===== src/rtl/x_dmx16_pkg.sv =====
// Shared constants and the cyclic free-lane search for the x_dmx16 event distributor.
package x_dmx16_pkg;

  localparam int LANES = 16;
  localparam int PTR_W = 4;
  localparam int CNT_W = 5;

  typedef struct packed {
    logic             found;
    logic [PTR_W-1:0] idx;
  } free_t;

  // First non-pending lane visiting ptr, ptr+1, ... with 4-bit wraparound.
  function automatic free_t next_free(input logic [PTR_W-1:0] ptr,
                                      input logic [LANES-1:0] pending);
    free_t            r;
    logic [PTR_W-1:0] cand;
    r.found = 1'b0;
    r.idx   = ptr;
    for (int i = 0; i < LANES; i++) begin
      cand = ptr + PTR_W'(i);
      if (!r.found && !pending[cand]) begin
        r.found = 1'b1;
        r.idx   = cand;
      end
    end
    return r;
  endfunction

endpackage


===== src/rtl/x_dmx16_if.sv =====
// Event-side and lane-side signals of x_dmx16.
// Handshake: an event transfers on a rising CLK edge where I=1 and RDY=1; RDY never depends on I or ACK.
interface x_dmx16_if;
  import x_dmx16_pkg::*;

  logic             I;
  logic             RDY;
  logic             DIRECT;
  logic [PTR_W-1:0] ADDR;
  logic [LANES-1:0] ACK;
  logic [LANES-1:0] O;
  logic             BUSY;
  logic [CNT_W-1:0] CNT;
  logic [PTR_W-1:0] PTR;

  modport master (
    output I, DIRECT, ADDR, ACK,
    input  RDY, O, BUSY, CNT, PTR
  );

  modport slave (
    input  I, DIRECT, ADDR, ACK,
    output RDY, O, BUSY, CNT, PTR
  );
endinterface


===== src/rtl/x_dmx16_pe.sv =====
// 16-bit cyclic priority encoder: finds the first free lane starting at ptr.
module x_dmx16_pe
  import x_dmx16_pkg::*;
(
  input  logic [PTR_W-1:0] ptr,
  input  logic [LANES-1:0] pending,
  output logic [PTR_W-1:0] idx,
  output logic             found
);

  free_t res;

  assign res   = next_free(ptr, pending);
  assign idx   = res.idx;
  assign found = res.found;

endmodule


===== src/rtl/x_dmx16.sv =====
// Registered 16-way event distributor with round-robin or direct lane steering.
// Define X_DMX16_SKIP_EN to let round-robin skip pending lanes instead of stalling.
module x_dmx16
  import x_dmx16_pkg::*;
#(
  parameter logic [PTR_W-1:0] INIT_PTR = 4'h0
) (
  input  logic        CLK,
  input  logic        RST,
  x_dmx16_if.slave    bus
);

  logic [LANES-1:0] o_q;
  logic [PTR_W-1:0] ptr_q;
  logic [CNT_W-1:0] cnt_q;
  logic             busy_q;

  logic [PTR_W-1:0] rr_lane;
  logic             rr_rdy;
  logic [PTR_W-1:0] tgt;
  logic             rdy;
  logic             accept;
  logic [LANES-1:0] ack_eff;
  logic [LANES-1:0] o_next;

`ifdef X_DMX16_SKIP_EN
  logic [PTR_W-1:0] skip_idx;
  logic             skip_found;

  x_dmx16_pe u_pe (
    .ptr     (ptr_q),
    .pending (o_q),
    .idx     (skip_idx),
    .found   (skip_found)
  );

  assign rr_lane = skip_idx;
  assign rr_rdy  = skip_found;
`else
  assign rr_lane = ptr_q;
  assign rr_rdy  = ~o_q[ptr_q];
`endif

  always_comb begin
    tgt     = bus.DIRECT ? bus.ADDR : rr_lane;
    rdy     = bus.DIRECT ? ~o_q[bus.ADDR] : rr_rdy;
    accept  = bus.I & rdy;
    // Only acks on pending lanes count; a blocked target cannot be acked and re-set in one edge.
    ack_eff = bus.ACK & o_q;
    o_next  = o_q & ~ack_eff;
    if (accept) o_next = o_next | (LANES'(1) << tgt);
  end

  always_ff @(posedge CLK or posedge RST) begin
    if (RST) begin
      o_q    <= '0;
      ptr_q  <= INIT_PTR;
      cnt_q  <= '0;
      busy_q <= 1'b0;
    end else begin
      o_q    <= o_next;
      cnt_q  <= CNT_W'($countones(o_next));
      busy_q <= |o_next;
      if (accept && !bus.DIRECT) ptr_q <= tgt + PTR_W'(1);
    end
  end

  assign bus.RDY  = rdy;
  assign bus.O    = o_q;
  assign bus.BUSY = busy_q;
  assign bus.CNT  = cnt_q;
  assign bus.PTR  = ptr_q;

endmodule


===== src/flat_wrapper.sv =====
// flat-port wrapper written by rule: the top's interface ports become plain ports
module x_dmx16_flat import x_dmx16_pkg::*;
#(
  parameter logic [PTR_W-1:0] INIT_PTR = 4'h0
)
  (CLK, RST, bus_I, bus_DIRECT, bus_ADDR, bus_ACK, bus_RDY, bus_O, bus_BUSY, bus_CNT, bus_PTR);
  x_dmx16_if bus_i ();
  input  logic CLK;
  input  logic RST;
  input wire logic [$bits(bus_i.I)-1:0] bus_I;
  input wire logic [$bits(bus_i.DIRECT)-1:0] bus_DIRECT;
  input wire logic [$bits(bus_i.ADDR)-1:0] bus_ADDR;
  input wire logic [$bits(bus_i.ACK)-1:0] bus_ACK;
  output wire logic [$bits(bus_i.RDY)-1:0] bus_RDY;
  output wire logic [$bits(bus_i.O)-1:0] bus_O;
  output wire logic [$bits(bus_i.BUSY)-1:0] bus_BUSY;
  output wire logic [$bits(bus_i.CNT)-1:0] bus_CNT;
  output wire logic [$bits(bus_i.PTR)-1:0] bus_PTR;
  assign bus_i.I = bus_I;
  assign bus_i.DIRECT = bus_DIRECT;
  assign bus_i.ADDR = bus_ADDR;
  assign bus_i.ACK = bus_ACK;
  assign bus_RDY = bus_i.RDY;
  assign bus_O = bus_i.O;
  assign bus_BUSY = bus_i.BUSY;
  assign bus_CNT = bus_i.CNT;
  assign bus_PTR = bus_i.PTR;
  x_dmx16 #(.INIT_PTR(INIT_PTR)) u_core (.CLK(CLK), .RST(RST), .bus(bus_i));
endmodule

===== config.mk =====
export PLATFORM = sky130hd
export DESIGN_NAME = x_dmx16_flat
export DESIGN_NICKNAME = d
export VERILOG_FILES = /design/src/rtl/x_dmx16_pkg.sv /design/src/rtl/x_dmx16_if.sv /design/src/rtl/x_dmx16_pe.sv /design/src/rtl/x_dmx16.sv /design/src/flat_wrapper.sv
export SDC_FILE = /design/constraint.sdc
export NUM_CORES = 1
export LEC_CHECK = 0
export BUFFER_PORTS_ARGS = -buffer_cell sky130_fd_sc_hd__buf_2
export CAP_MARGIN = 5
export CELL_PAD_IN_SITES_DETAIL_PLACEMENT = 0
export CELL_PAD_IN_SITES_GLOBAL_PLACEMENT = 1
export CORE_MARGIN = 4
export CORE_UTILIZATION = 44
export CTS_BUF_LIST = sky130_fd_sc_hd__clkbuf_2
export CTS_CLUSTER_DIAMETER = 40
export DETAILED_ROUTE_END_ITERATION = 12
export PLACE_DENSITY = 0.87
export REMOVE_ABC_BUFFERS = 1
export SLEW_MARGIN = 20
export SYNTH_ARGS = -nofsm -noshare
export SYNTH_HDL_FRONTEND = slang
export SYNTH_SLANG_ARGS = --single-unit

===== constraint.sdc =====
create_clock -name CLK -period 8.75 [get_ports CLK]
set_clock_uncertainty 0.15 [all_clocks]
set_input_delay 0 -clock CLK [delete_from_list [all_inputs] [get_ports CLK]]
set_output_delay 0 -clock CLK [all_outputs]
set_load 0.02 [all_outputs]

Word level (Yosys, flattened, before mapping)
Cells that the tools add are included.
Widths: inputs -> output; s select.
{"block": "classes", "addsub": 16, "n_lt_le_gt_ge": 2, "shift": 1, "muxes": 7, "bitwise_logic": 7, "reduce_logical": 3}
{"op": "$add 5x5->5", "count": 7}
{"op": "$and 16x16->16", "count": 2}
{"op": "$add 1x1->2", "count": 8}
{"op": "$mux 16", "count": 1}
{"op": "$not 16->16", "count": 1}
{"op": "$or 16x16->16", "count": 1}
{"op": "$reduce_or 16->1", "count": 1}
{"op": "$shl 1x4->16 const A", "count": 1}
{"op": "$lt 4x5->1 const B", "count": 2}
{"op": "$bmux 1 s4", "count": 2}
{"op": "$add 4x1->4 const B", "count": 1}
{"op": "$mux 4", "count": 1}
{"op": "$mux 1", "count": 3}
{"op": "$not 1->1", "count": 2}
{"op": "$and 1x1->1", "count": 1}
{"op": "$logic_and 1x1->1", "count": 1}
{"op": "$logic_not 1->1", "count": 1}
{"block": "totals", "ff_bits": 26, "output_inout_bits": 27}

Logic depth before layout (Yosys ltp)
Gate-level depths: netlist of the first run.
{"block": "logic_depth", "ltp_word": 10, "ltp_mapped": 18, "ltp_nobuf": 16}

Worst setup path before layout of the first run
Ideal clock, no wire load.
{"block": "synth_timing", "kind": "reg-to-reg", "from": "register u_core.ptr_q[2] (netlist: u_core.bus.PTR[2])", "to": "register u_core.cnt_q[3] (netlist: u_core.bus.CNT[3])", "arrival_ps": 5266, "setup_slack_ps": 3211, "stages_incl_launch_ff": 19, "n_path_buf": 2, "cell_sequence": "dfrtp_1 -> buf_6 -> mux4_2 -> mux4_2 -> nand2_2 -> nand3_4 -> inv_2 -> buf_4 -> a32oi_1 -> ha_1 -> inv_1 -> fa_1 -> inv_1 -> fa_1 -> fa_1 -> fa_1 -> ha_1 -> fa_1 -> xor2_1"}
{"block": "synth_via", "elab_chain_cells": 10}
{"element": "start, declared", "line_no": "x_dmx16.sv:14", "text": "logic [PTR_W-1:0] ptr_q;"}
{"element": "start signal, assigned", "line_no": "x_dmx16.sv:64", "text": "if (accept && !bus.DIRECT) ptr_q <= tgt + PTR_W'(1);"}
{"element": "$bmux 1 s4 (*)", "line_no": "x_dmx16.sv:41", "text": "assign rr_rdy = ~o_q[ptr_q];"}
{"element": "$mux 1 (implied by the code) (*)", "line_no": "x_dmx16.sv:41"}
{"element": "$not 1->1 (*)", "line_no": "x_dmx16.sv:41"}
{"element": "$mux 1 (*)", "line_no": "x_dmx16.sv:46", "text": "rdy = bus.DIRECT ? ~o_q[bus.ADDR] : rr_rdy;"}
{"element": "via bus_RDY", "line_no": "flat_wrapper.sv:14", "text": "output wire logic [$bits(bus_i.RDY)-1:0] bus_RDY;"}
{"element": "$and 1x1->1 (*)", "line_no": "x_dmx16.sv:47", "text": "accept = bus.I & rdy;"}
{"element": "$mux 16 (*)", "line_no": "x_dmx16.sv:51", "text": "if (accept) o_next = o_next | (LANES'(1) << tgt);"}
{"element": "$add 1x1->2 (implied by the code)", "line_no": "x_dmx16.sv:62", "text": "cnt_q <= CNT_W'($countones(o_next));"}
{"element": "$add 5x5->5 (implied by the code) (2 in a row)", "line_no": "x_dmx16.sv:62"}
{"element": "$add 5x5->5 (implied by the code) (*)", "line_no": "x_dmx16.sv:62"}
{"element": "end signal, assigned", "line_no": "x_dmx16.sv:62"}
{"element": "end, declared", "line_no": "x_dmx16.sv:15", "text": "logic [CNT_W-1:0] cnt_q;"}
Mark *: on every way through the listed nets, which the timed path passes. The rest lies on a longest branch. The select of a mux whose other input is x is not followed.
A chain may end at the register's enable or synchronous reset.

Worst setup path in the final report of the first run
{"block": "layout_timing", "from": "register u_core.ptr_q[2] (netlist: u_core.bus.PTR[2])", "to": "register u_core.cnt_q[3] (netlist: u_core.bus.CNT[3])"}
{"block": "layout_via", "elab_chain_cells": 10}
{"element": "$bmux 1 s4", "line_no": "x_dmx16.sv:41"}
{"element": "$mux 1 (implied by the code)", "line_no": "x_dmx16.sv:41"}
{"element": "$not 1->1", "line_no": "x_dmx16.sv:41"}
{"element": "$mux 1", "line_no": "x_dmx16.sv:46"}
{"element": "$and 1x1->1", "line_no": "x_dmx16.sv:47"}
{"element": "$mux 16 (*)", "line_no": "x_dmx16.sv:51"}
{"element": "via u_core.o_next[12]", "line_no": "x_dmx16.sv:24", "text": "logic [LANES-1:0] o_next;"}
{"element": "$add 1x1->2 (implied by the code) (*)", "line_no": "x_dmx16.sv:62"}
{"element": "$add 5x5->5 (implied by the code) (*) (3 in a row)", "line_no": "x_dmx16.sv:62"}
Marked as above.

==> results of run 1 <==
cell families (layout without fill, tap and decap cells):
logic type	Yosys count	in the layout	share of synthesized area, %
and+or+nand+nor	21	21	6.05
adders and majority gates	38	38	25.7
AOI/OAI and AO/OA	40	40	16.2
buffers and inverters	45	114	8.64
muxes	18	18	12.7
DFF	26	26	29.9
xor gates and xnor gates	2	2	0.806
cells in the mapped netlist (3+ instances only):
library cell	instances	share of area, %
sky130_fd_sc_hd__a32o_1	12	5.5
sky130_fd_sc_hd__a32oi_1	12	4.8
sky130_fd_sc_hd__and2_1	3	0.86
sky130_fd_sc_hd__buf_1	3	0.52
sky130_fd_sc_hd__dfrtp_1	26	30
sky130_fd_sc_hd__fa_1	11	10
sky130_fd_sc_hd__ha_1	27	16
sky130_fd_sc_hd__inv_1	36	6.2
sky130_fd_sc_hd__mux2_2	6	3.1
sky130_fd_sc_hd__mux2i_1	5	2.3
sky130_fd_sc_hd__mux4_2	7	7.3
sky130_fd_sc_hd__nand2_1	3	0.52
sky130_fd_sc_hd__nor2_1	5	0.86
sequential cells by signal (all words and copies together), names as in the netlist:
register	cells
u_core.bus.PTR	4
u_core.bus.BUSY	1
u_core.bus.O	16
u_core.bus.CNT	5
layout make-up:
| class | instances | area, sq um |
|---|---|---|
| inverters | 37 | 139 |
| fillers | 429 | 2050 |
| multi-input cells | 119 | 1340 |
| clock inverters | 1 | 3.75 |
| well taps | 67 | 83.8 |
| repair buffers | 73 | 480 |
| flip-flops and latches | 26 | 651 |
| clock buffers | 3 | 15.0 |
final timing paths:
| check | start | endpoint | slack [ns] | depth (start not counted) |
|---|---|---|---|---|
| min reg2reg | u_core.bus.PTR[1] | u_core.bus.PTR[1] | 0.46 | 1 |
| max in group asynchronous | RST | u_core.bus.O[6] | 8.02 | 3 |
| min in group CLK | bus_I | u_core.bus.PTR[3] | 0.06 | 3 |
| max | u_core.bus.PTR[2] | u_core.bus.CNT[3] | 2.95 | 16 |
| min | RST | u_core.bus.CNT[1] | 0.04 | 3 |
| max reg2reg | u_core.bus.PTR[2] | u_core.bus.CNT[3] | 2.95 | 16 |
where the power goes:
group	total [mW]	switching [mW]	internal [mW]	leakage, nW
clock network	0.0468	0.0369	0.00993	0.0140
logic	0.281	0.159	0.122	1.07
registers	0.183	0.0350	0.148	0.345
through the flow:
step / cell area (sq um) / hold WS (ns) / setup WS, ns / util, %
2_1_floorplan: 2120 / -0.110 / 3.08 / -
3_3_place_gp: 2460 / 0.111 / 3.04 / 51.7
3_5_place_dp: 2460 / 0.116 / 2.98 / 51.7
4_1_cts: 2710 / 0.0352 / 2.94 / 56.9
5_1_grt: 2710 / 0.0214 / 2.64 / 56.9
6_report: 2710 / 0.0432 / 2.95 / 56.9
tightest hold or removal path, stage by stage:
cell and delay, ns:
sky130_fd_sc_hd__dlygate4sd3_1 0.53, sky130_fd_sc_hd__buf_2 0.12, sky130_fd_sc_hd__inv_2 0.42
metal layers:
layer / routed length [microns] / track usage, % / part of all wire [%] / vias to the layer above
li1: - / - / - / 829
met1: 2460 / 25.7 / 46 / 886
met2: 2590 / 29.8 / 49 / 52
met3: 258 / 2.18 / 4.8 / 2
met4: 20 / 4.37 / 0.38 / 0
met5: 0 / 0 / 0 / -
==> flow_results.org, run 1 <==
** Outcome
- Result of the run :: completed

** Synthesis
- In the synthesized netlist, the number of instances is 190.
- For this run, asynchronously set or reset flops after synthesis account for 100%.
- Distinct cells, synth :: 37
- For this run, the leading register cell type out of synthesis is sky130_fd_sc_hd__dfrtp_1.
- Number of enable flip-flop cells after synthesis :: 0
- Netlist area before placement :: 0.00217 sq mm
- Synthesized flop and latch total :: 26
- The Yosys step of the flow raised 0 warnings.
- Post-Syn Area per Cell :: 11.4 sq um
- Sequential element share of the synthesized area :: 29.9%

** Floorplan
- Once the floorplan was initialized, standard cells occupied 45.7% of the core.
- Count of boundary I/O pins :: 51
- Vertical die dimension :: 78.3 microns
- The floorplan step defined a die boundary enclosing 0.00613 sq mm.
- Core footprint :: 0.00475 sq mm
- The initialized floorplan defines 25 standard-cell rows.
- Die X :: 78.3 microns

** Setup path
- Arr. time, crit path :: 5.94 ns
- Worst-path cell with the longest stage delay :: sky130_fd_sc_hd__dfrtp_1
- Highest net fanout along the worst path :: 25
- Most frequent cell on the critical path :: sky130_fd_sc_hd__fa_1
- The worst setup path is captured at a flop.
- CP Launch Type :: flop
- On the worst path, the slowest cell contributes a delay of 0.58 ns.
- The signal on the critical path passes through mux4_2, mux4_2, nand2_2, nand3_4, inv_2, a32o_1, ha_1, inv_1, fa_1, inv_1, fa_1, fa_1, fa_1, ha_1, fa_1, xor2_1.
- Type of the worst setup path :: flop to flop
- The number of buffers and inverters on the critical path is 3.
- Among cell families on the critical path, the largest total delay comes from adder cells.
- Data required, critical path :: 8.89 ns

** Cells and area
- The count of cells in the finished layout, fillers not included, comes to 326.
- Number of diodes added for antenna fixing :: 0
- The area growth from synthesis to layout is 24.6%.
- Most frequent cells in the layout :: sky130_fd_sc_hd__buf_2, sky130_fd_sc_hd__inv_1, sky130_fd_sc_hd__ha_1
- The library cell used most frequently in the layout, excluding fill and tap cells, is sky130_fd_sc_hd__buf_2.
- In the final layout, the share of cells above drive strength 1 is 27.8%.
- In the final design database the tool counted 322 nets.

** CTS
- Sinks on Clock Net :: 26
- The cell sitting at the root of the clock tree is a sky130_fd_sc_hd__clkbuf_2.
- The clock passes through at most 2 buffers.
- In this run, CTS created clock tree buffers numbering 3.
- Post-CTS timing repair inserted 0 buffers for setup.
- Clk pin slew, worst setup/hold paths :: 0.26 ns
- Post-CTS repair changed the size of 0 cells.
- The clock reaches the later pin of the worst-skew pair after 0.35 ns.
- CTS built an H-tree with a depth of 1.
- Clock tree from TritonCTS :: yes
- Hold repair after CTS inserted 23 buffers.

** Power
- LEAKAGE :: 1.43 nW
- Worst-case vdd ir drop :: 0.0000728 V
- Total power divided by cell area :: 189 mW/mm^2
- The design draws 0.510 mW.

** Placed design
- DPL Wire Length :: 4.15 mm
- Input and output buffers added on the ports amount to 50.
- Placer Congestion :: 0.863
- Once placement completed, the tool counted placed cells totaling 299.

** Global routing
- After global routing the overflow that remains totals 0.
- Global routing used 18.2% of the available tracks across all layers.
- Wire length of the first global-routing pass :: 8.80 mm
- Number of antenna violations at the first check in global routing :: 0
- Entering global routing, the biggest net connects 27 pins.
- Vias in the first global route :: 1809

** Routing
- Routed vias/inst :: 5.43
- In the routed design, unresolved DRC markers number 0.
- The first routing iteration left 137 violations.
- The first detailed-routing pass ran for 4 iterations.
- Final antenna-violating net count :: 0
- Vias post-DR :: 1769
- Total Routed Length :: 5.33 mm
- After detailed routing, the average wire length per cell comes to 16.3 microns.

** Job
- The tool flagged a number of max-cap violations equal to 0.

** STA
- Setup repair after global routing left no endpoint under its margin.
- Period Utilization, post-route :: 66.3%
- The final number of hold-violating endpoints came to 0.
- The clock period could shrink to 5.80 ns.
- Maximum clock rate :: 172 MHz
- Total Neg Setup Slack :: 0 ns
- Number of slew-limit violations in the final report :: 0
- Tightest slew margin relative to the limit :: 49.6%
- Setup violations remaining at the end of the flow were counted as 0.
- For the pin with the worst max-slew slack, the measured transition is 0.735 ns.

** Hold path
- The tightest min-delay check is of the input port to async pin type.
(Power assumes the default switching activity.)
==> inputs of run 2 (changes only) <==
Settings changed: ABC_AREA set to 1, CORE_UTILIZATION 44 to 37, PLACE_DENSITY 0.87 to 0.83.
Clock period 8.75 ns to 5.1 ns, I/O delays scaled along.
==> run 2 against run 1 <==
  * Clock power up 79%
  * First-iteration DRC count is 18% lower
  * Cell count increased by 50%
  * Fmax up 19%
  * Global-route usage decreased by 0.41 points
  * Synthesized cell count rose by 75%
  * Total power rose by 120%
  * Final area up 15%
  * Combinational power increased to 2.7 times the previous value
  * Critical path depth decreased by 1
  * Flip-flop and latch count stayed put
  * Area after synthesis up 13%
  * Critical endpoint unchanged
  * Largest cell class unchanged
  * Largest power group unchanged
==> flow_results.org, run 2 <==
** Outcome
- Result of the run :: completed (unchanged)

** STA
- Transition time at the pin with the least slew margin :: 0.574 ns (was 0.735 ns)
- Tightest slew margin relative to the limit :: 61.7% (was 49.6%)
- Period Utilization, post-route :: 95.5% (was 66.3%)
- Minimum clock period after layout :: 4.87 ns (was 5.80 ns)
- Number of slew-limit violations in the final report :: 0 (unchanged)
- Total Neg Setup Slack :: 0 ns (unchanged)
- RSZ-0062 raised after global routing: false (unchanged).
- The final number of hold-violating endpoints is 0 (unchanged).
- # setup viols final :: 0 (unchanged)
- Maximum clock rate :: 205 MHz (was 172 MHz)

** Setup path
- The data required time at the worst endpoint is 5.24 ns (was 8.89 ns).
- Arr. time, crit path :: 5.01 ns (was 5.94 ns)
- The worst setup path startpoint is u_core.bus.PTR[2] (unchanged).
- The startpoint-to-endpoint class of the critical path is flop to flop (unchanged).
- Worst Setup End Kind :: flop (unchanged)
- The largest driver fanout on the critical path came to 8 (was 25).
- The worst flop-to-flop path startpoint is u_core.bus.PTR[2] (unchanged).
- The startpoint type of the worst setup path is a flop (unchanged).

** Floorplan
- The number of top-level pins was 51 (unchanged).
- Die X :: 89.3 microns (was 78.3 microns)
- Floorplan die area :: 0.00798 sq mm (was 0.00613 sq mm)
- The area of the core came to 0.00639 sq mm (was 0.00475 sq mm).
- Effective utilization at floorplan :: 38.3% (was 45.7%)
- The vertical die dimension came to 89.3 microns (was 78.3 microns).
- The placement row count came to 29 (was 25).

** CTS
- The CTS clock-pin slew for the worst setup and hold paths came to 0.27 ns (was 0.26 ns).
- Clock tree from TritonCTS :: yes (unchanged)
- Root Buffer Master :: sky130_fd_sc_hd__clkbuf_2 (unchanged)
- Sinks on Clock Net :: 26 (unchanged)
- Number of levels the H-tree was split into :: 1 (unchanged)
- Insertion delay to the later sink of the worst-skew pair :: 0.37 ns (was 0.35 ns)
- Clock buffer count from CTS :: 3 (unchanged)
- The clock tree buffer depth is 2 (unchanged).

** Synthesis
- Area contributors post-synth :: sky130_fd_sc_hd__dfrtp_1, sky130_fd_sc_hd__ha_1, sky130_fd_sc_hd__nand2_1, sky130_fd_sc_hd__nand3_1, sky130_fd_sc_hd__fa_1 (was sky130_fd_sc_hd__dfrtp_1, sky130_fd_sc_hd__ha_1, sky130_fd_sc_hd__fa_1, sky130_fd_sc_hd__mux4_2, sky130_fd_sc_hd__inv_1)
- The most used flip-flop cell after synthesis was sky130_fd_sc_hd__dfrtp_1 (unchanged).
- List of most frequent post-synthesis cells: sky130_fd_sc_hd__nand2_1, sky130_fd_sc_hd__inv_1, sky130_fd_sc_hd__nand3_1, sky130_fd_sc_hd__ha_1, sky130_fd_sc_hd__dfrtp_1 (was sky130_fd_sc_hd__inv_1, sky130_fd_sc_hd__ha_1, sky130_fd_sc_hd__dfrtp_1, sky130_fd_sc_hd__a32o_1, sky130_fd_sc_hd__a32oi_1).
- Most area-hungry cell type in the Yosys netlist :: sky130_fd_sc_hd__dfrtp_1 (unchanged)
- Distinct cells, synth :: 26 (was 37)
- Post-Syn Instances :: 332 (was 190)
- The number of warnings reported in the yosys synthesis log was 0 (unchanged).
- Fraction of synthesized cell area taken by the top area cell type :: 26.6% (was 29.9%)
- The average cell area after synthesis was 7.37 sq um (was 11.4 sq um).
- The fraction of synthesis flops using an asynchronous set or reset pin was 100% (unchanged).
- Sequential element share of the synthesized area :: 26.6% (was 29.9%)
- Netlist area before placement :: 0.00245 sq mm (was 0.00217 sq mm)
- Synthesized flop and latch total :: 26 (unchanged)
- Number of enable flip-flop cells after synthesis :: 0 (unchanged)
- The dominant cell by count in the synthesized netlist was sky130_fd_sc_hd__nand2_1 (was sky130_fd_sc_hd__inv_1).

** Cells and area
- NumNets Final :: 475 (was 322)
- Layout cells sized above 1 :: 23.5% (was 27.8%)
- The multi-input logic area came to 0.00153 sq mm (was 0.00134 sq mm).
- Most frequent cells in the layout :: sky130_fd_sc_hd__nand2_1, sky130_fd_sc_hd__inv_1, sky130_fd_sc_hd__buf_2 (was sky130_fd_sc_hd__buf_2, sky130_fd_sc_hd__inv_1, sky130_fd_sc_hd__ha_1)
- Number of flip-flops under the largest register name :: 16 (unchanged)
- Fill cell total of the finished layout :: 673 (was 429)
- Layout Area Growth over Synthesis :: 27.4% (was 24.6%)
- The total area of sequential cells is 652 sq um (was 651 sq um).
- Number of diodes added for antenna fixing :: 0 (unchanged)
- Final non-filler cell total :: 489 (was 326)
- The most common cell after layout, fill and taps aside is sky130_fd_sc_hd__nand2_1 (was sky130_fd_sc_hd__buf_2).

** Routing
- The final routed DRC violation total is 0 (unchanged).
- The DRC violation total after the first TritonRoute iteration came to 113 (was 137).
- Routed vias/inst :: 4.86 (was 5.43)
- The total iterations of the first detailed-routing run is 4 (unchanged).
- The number of nets with antenna violations after routing is 0 (unchanged).
- The routed wire length was 6.74 mm (was 5.33 mm).
- The routed length per instance is 13.8 microns (was 16.3 microns).
- The vias after detailed routing is 2378 (was 1769).

** Placed design
- The HPWL after detailed placement was 5.27 mm (was 4.15 mm).
- Placer Congestion :: 0.873 (was 0.863)
- The number of port buffers came to 50 (unchanged).
- Placed Cells incl. Taps :: 453 (was 299)

** Global routing
- Sum of overflow across all layers after global routing :: 0 (unchanged)
- Vias in the first global route :: 2369 (was 1809)
- Largest net degree at the start of global routing :: 27 (unchanged)
- Total routing usage reported by global routing :: 17.8% (was 18.2%)
- The initial antenna violation count came to 0 (unchanged).
- The wire length of the first global-routing pass was 11.0 mm (was 8.80 mm).

** Hold path
- Worst min-delay path startpoint :: bus_DIRECT
- The class of the tightest hold or removal check was input port to flop (was input port to async pin).

** Power
- Worst-case vdd ir drop :: 0.000206 V (was 0.0000728 V)
- The leakage dissipation came to 1.82 nW (was 1.43 nW).
- The total power was 1.13 mW (was 0.510 mW).
- Total power divided by cell area :: 362 mW/mm^2 (was 189 mW/mm^2)

** Job
- The max-capacitance violation count came to 0 (unchanged).
run 2: metrics by stage:
| stage | worst slack (ns) | instance area (sq um) | util (%) | hold WS [ns] |
|---|---|---|---|---|
| after CTS | 0.0604 | 3050 | 47.8 | 0.0235 |
| after floorplan | 0.221 | 2370 | - | -0.110 |
| after global routing | 0.000236 | 3120 | 48.8 | 0.0201 |
| final | 0.228 | 3120 | 48.8 | 0.0101 |
| after detailed placement | -0.0122 | 2740 | 42.9 | 0.157 |
| after global placement | 0.0759 | 2740 | 42.9 | 0.140 |
run 2: layout make-up:
class	count	area share, %
inverters	66	8.19
repair buffers	83	18.3
multi-input cells	233	48.9
clock inverters	1	0.120
flip-flops and latches	26	20.9
well taps	77	3.09
clock buffers	3	0.482
run 2: path summary, 6_finish.rpt:
| check | end | slack [ns] | cells past startpoint |
|---|---|---|---|
| max | u_core.bus.CNT[3] | 0.23 | 15 |
| min | u_core.bus.PTR[0] | 0.01 | 4 |
| max reg2reg | u_core.bus.CNT[3] | 0.23 | 15 |
| min reg2reg | u_core.bus.PTR[3] | 0.43 | 2 |
| max in group asynchronous | u_core.bus.PTR[0] | 4.35 | 3 |
| min in group asynchronous | u_core.bus.O[4] | 0.05 | 3 |
run 2: report_power, final:
part | internal [mW] | total, mW | leakage (nW) | switching (mW)
sequential | 0.254 | 0.286 | 0.343 | 0.0322
combinational | 0.294 | 0.760 | 1.46 | 0.467
clock | 0.0170 | 0.0836 | 0.0140 | 0.0666
total | 0.564 | 1.13 | 1.82 | 0.566
run 2: cells by family (layout without fill, tap and decap cells):
logic type | count (synthesis) | after routing | share of synthesized area (%)
AO/OA/AOI/OAI | 14 | 14 | 3.02
XOR/XNOR | 2 | 2 | 0.716
adder cells (fa/ha/maj) | 38 | 38 | 22.8
buffers and inverters | 75 | 153 | 13.2
flip-flops | 26 | 26 | 26.6
AND/OR/NAND/NOR | 177 | 179 | 33.6
run 2: timing repair:
item	CTS	global route
cloned	0	2
pin swaps	0	4
hold buffers	29	0
buffers inserted	0	1
resized for setup	1	12
setup endpoints to repair	1	2
endpoints found under the hold margin	42	0
run 2: critical path: stages (launching register included):
cell                      delay [ns]
sky130_fd_sc_hd__dfrtp_1        0.53
sky130_fd_sc_hd__o21ai_2        0.40
sky130_fd_sc_hd__inv_2          0.15
sky130_fd_sc_hd__ha_1           0.21
sky130_fd_sc_hd__inv_1          0.09
sky130_fd_sc_hd__nor2_1         0.05
sky130_fd_sc_hd__nand3_1        0.07
sky130_fd_sc_hd__nand2_1        0.08
sky130_fd_sc_hd__ha_1           0.21
sky130_fd_sc_hd__fa_1           0.61
sky130_fd_sc_hd__fa_1           0.46
sky130_fd_sc_hd__fa_1           0.51
sky130_fd_sc_hd__fa_1           0.49
sky130_fd_sc_hd__ha_2           0.21
sky130_fd_sc_hd__fa_1           0.37
sky130_fd_sc_hd__xor2_1         0.17
run 2: per-layer routing:
metal / wire length [microns] / vias up / share of wire (%) / track usage, %
met3: 278 / 15 / 4.1 / 2.12
met2: 3380 / 69 / 50 / 32.2
met4: 134 / 0 / 2.0 / 4.60
met5: 0 / - / 0 / 0
li1: - / 1190 / - / -
met1: 2950 / 1104 / 44 / 22.2
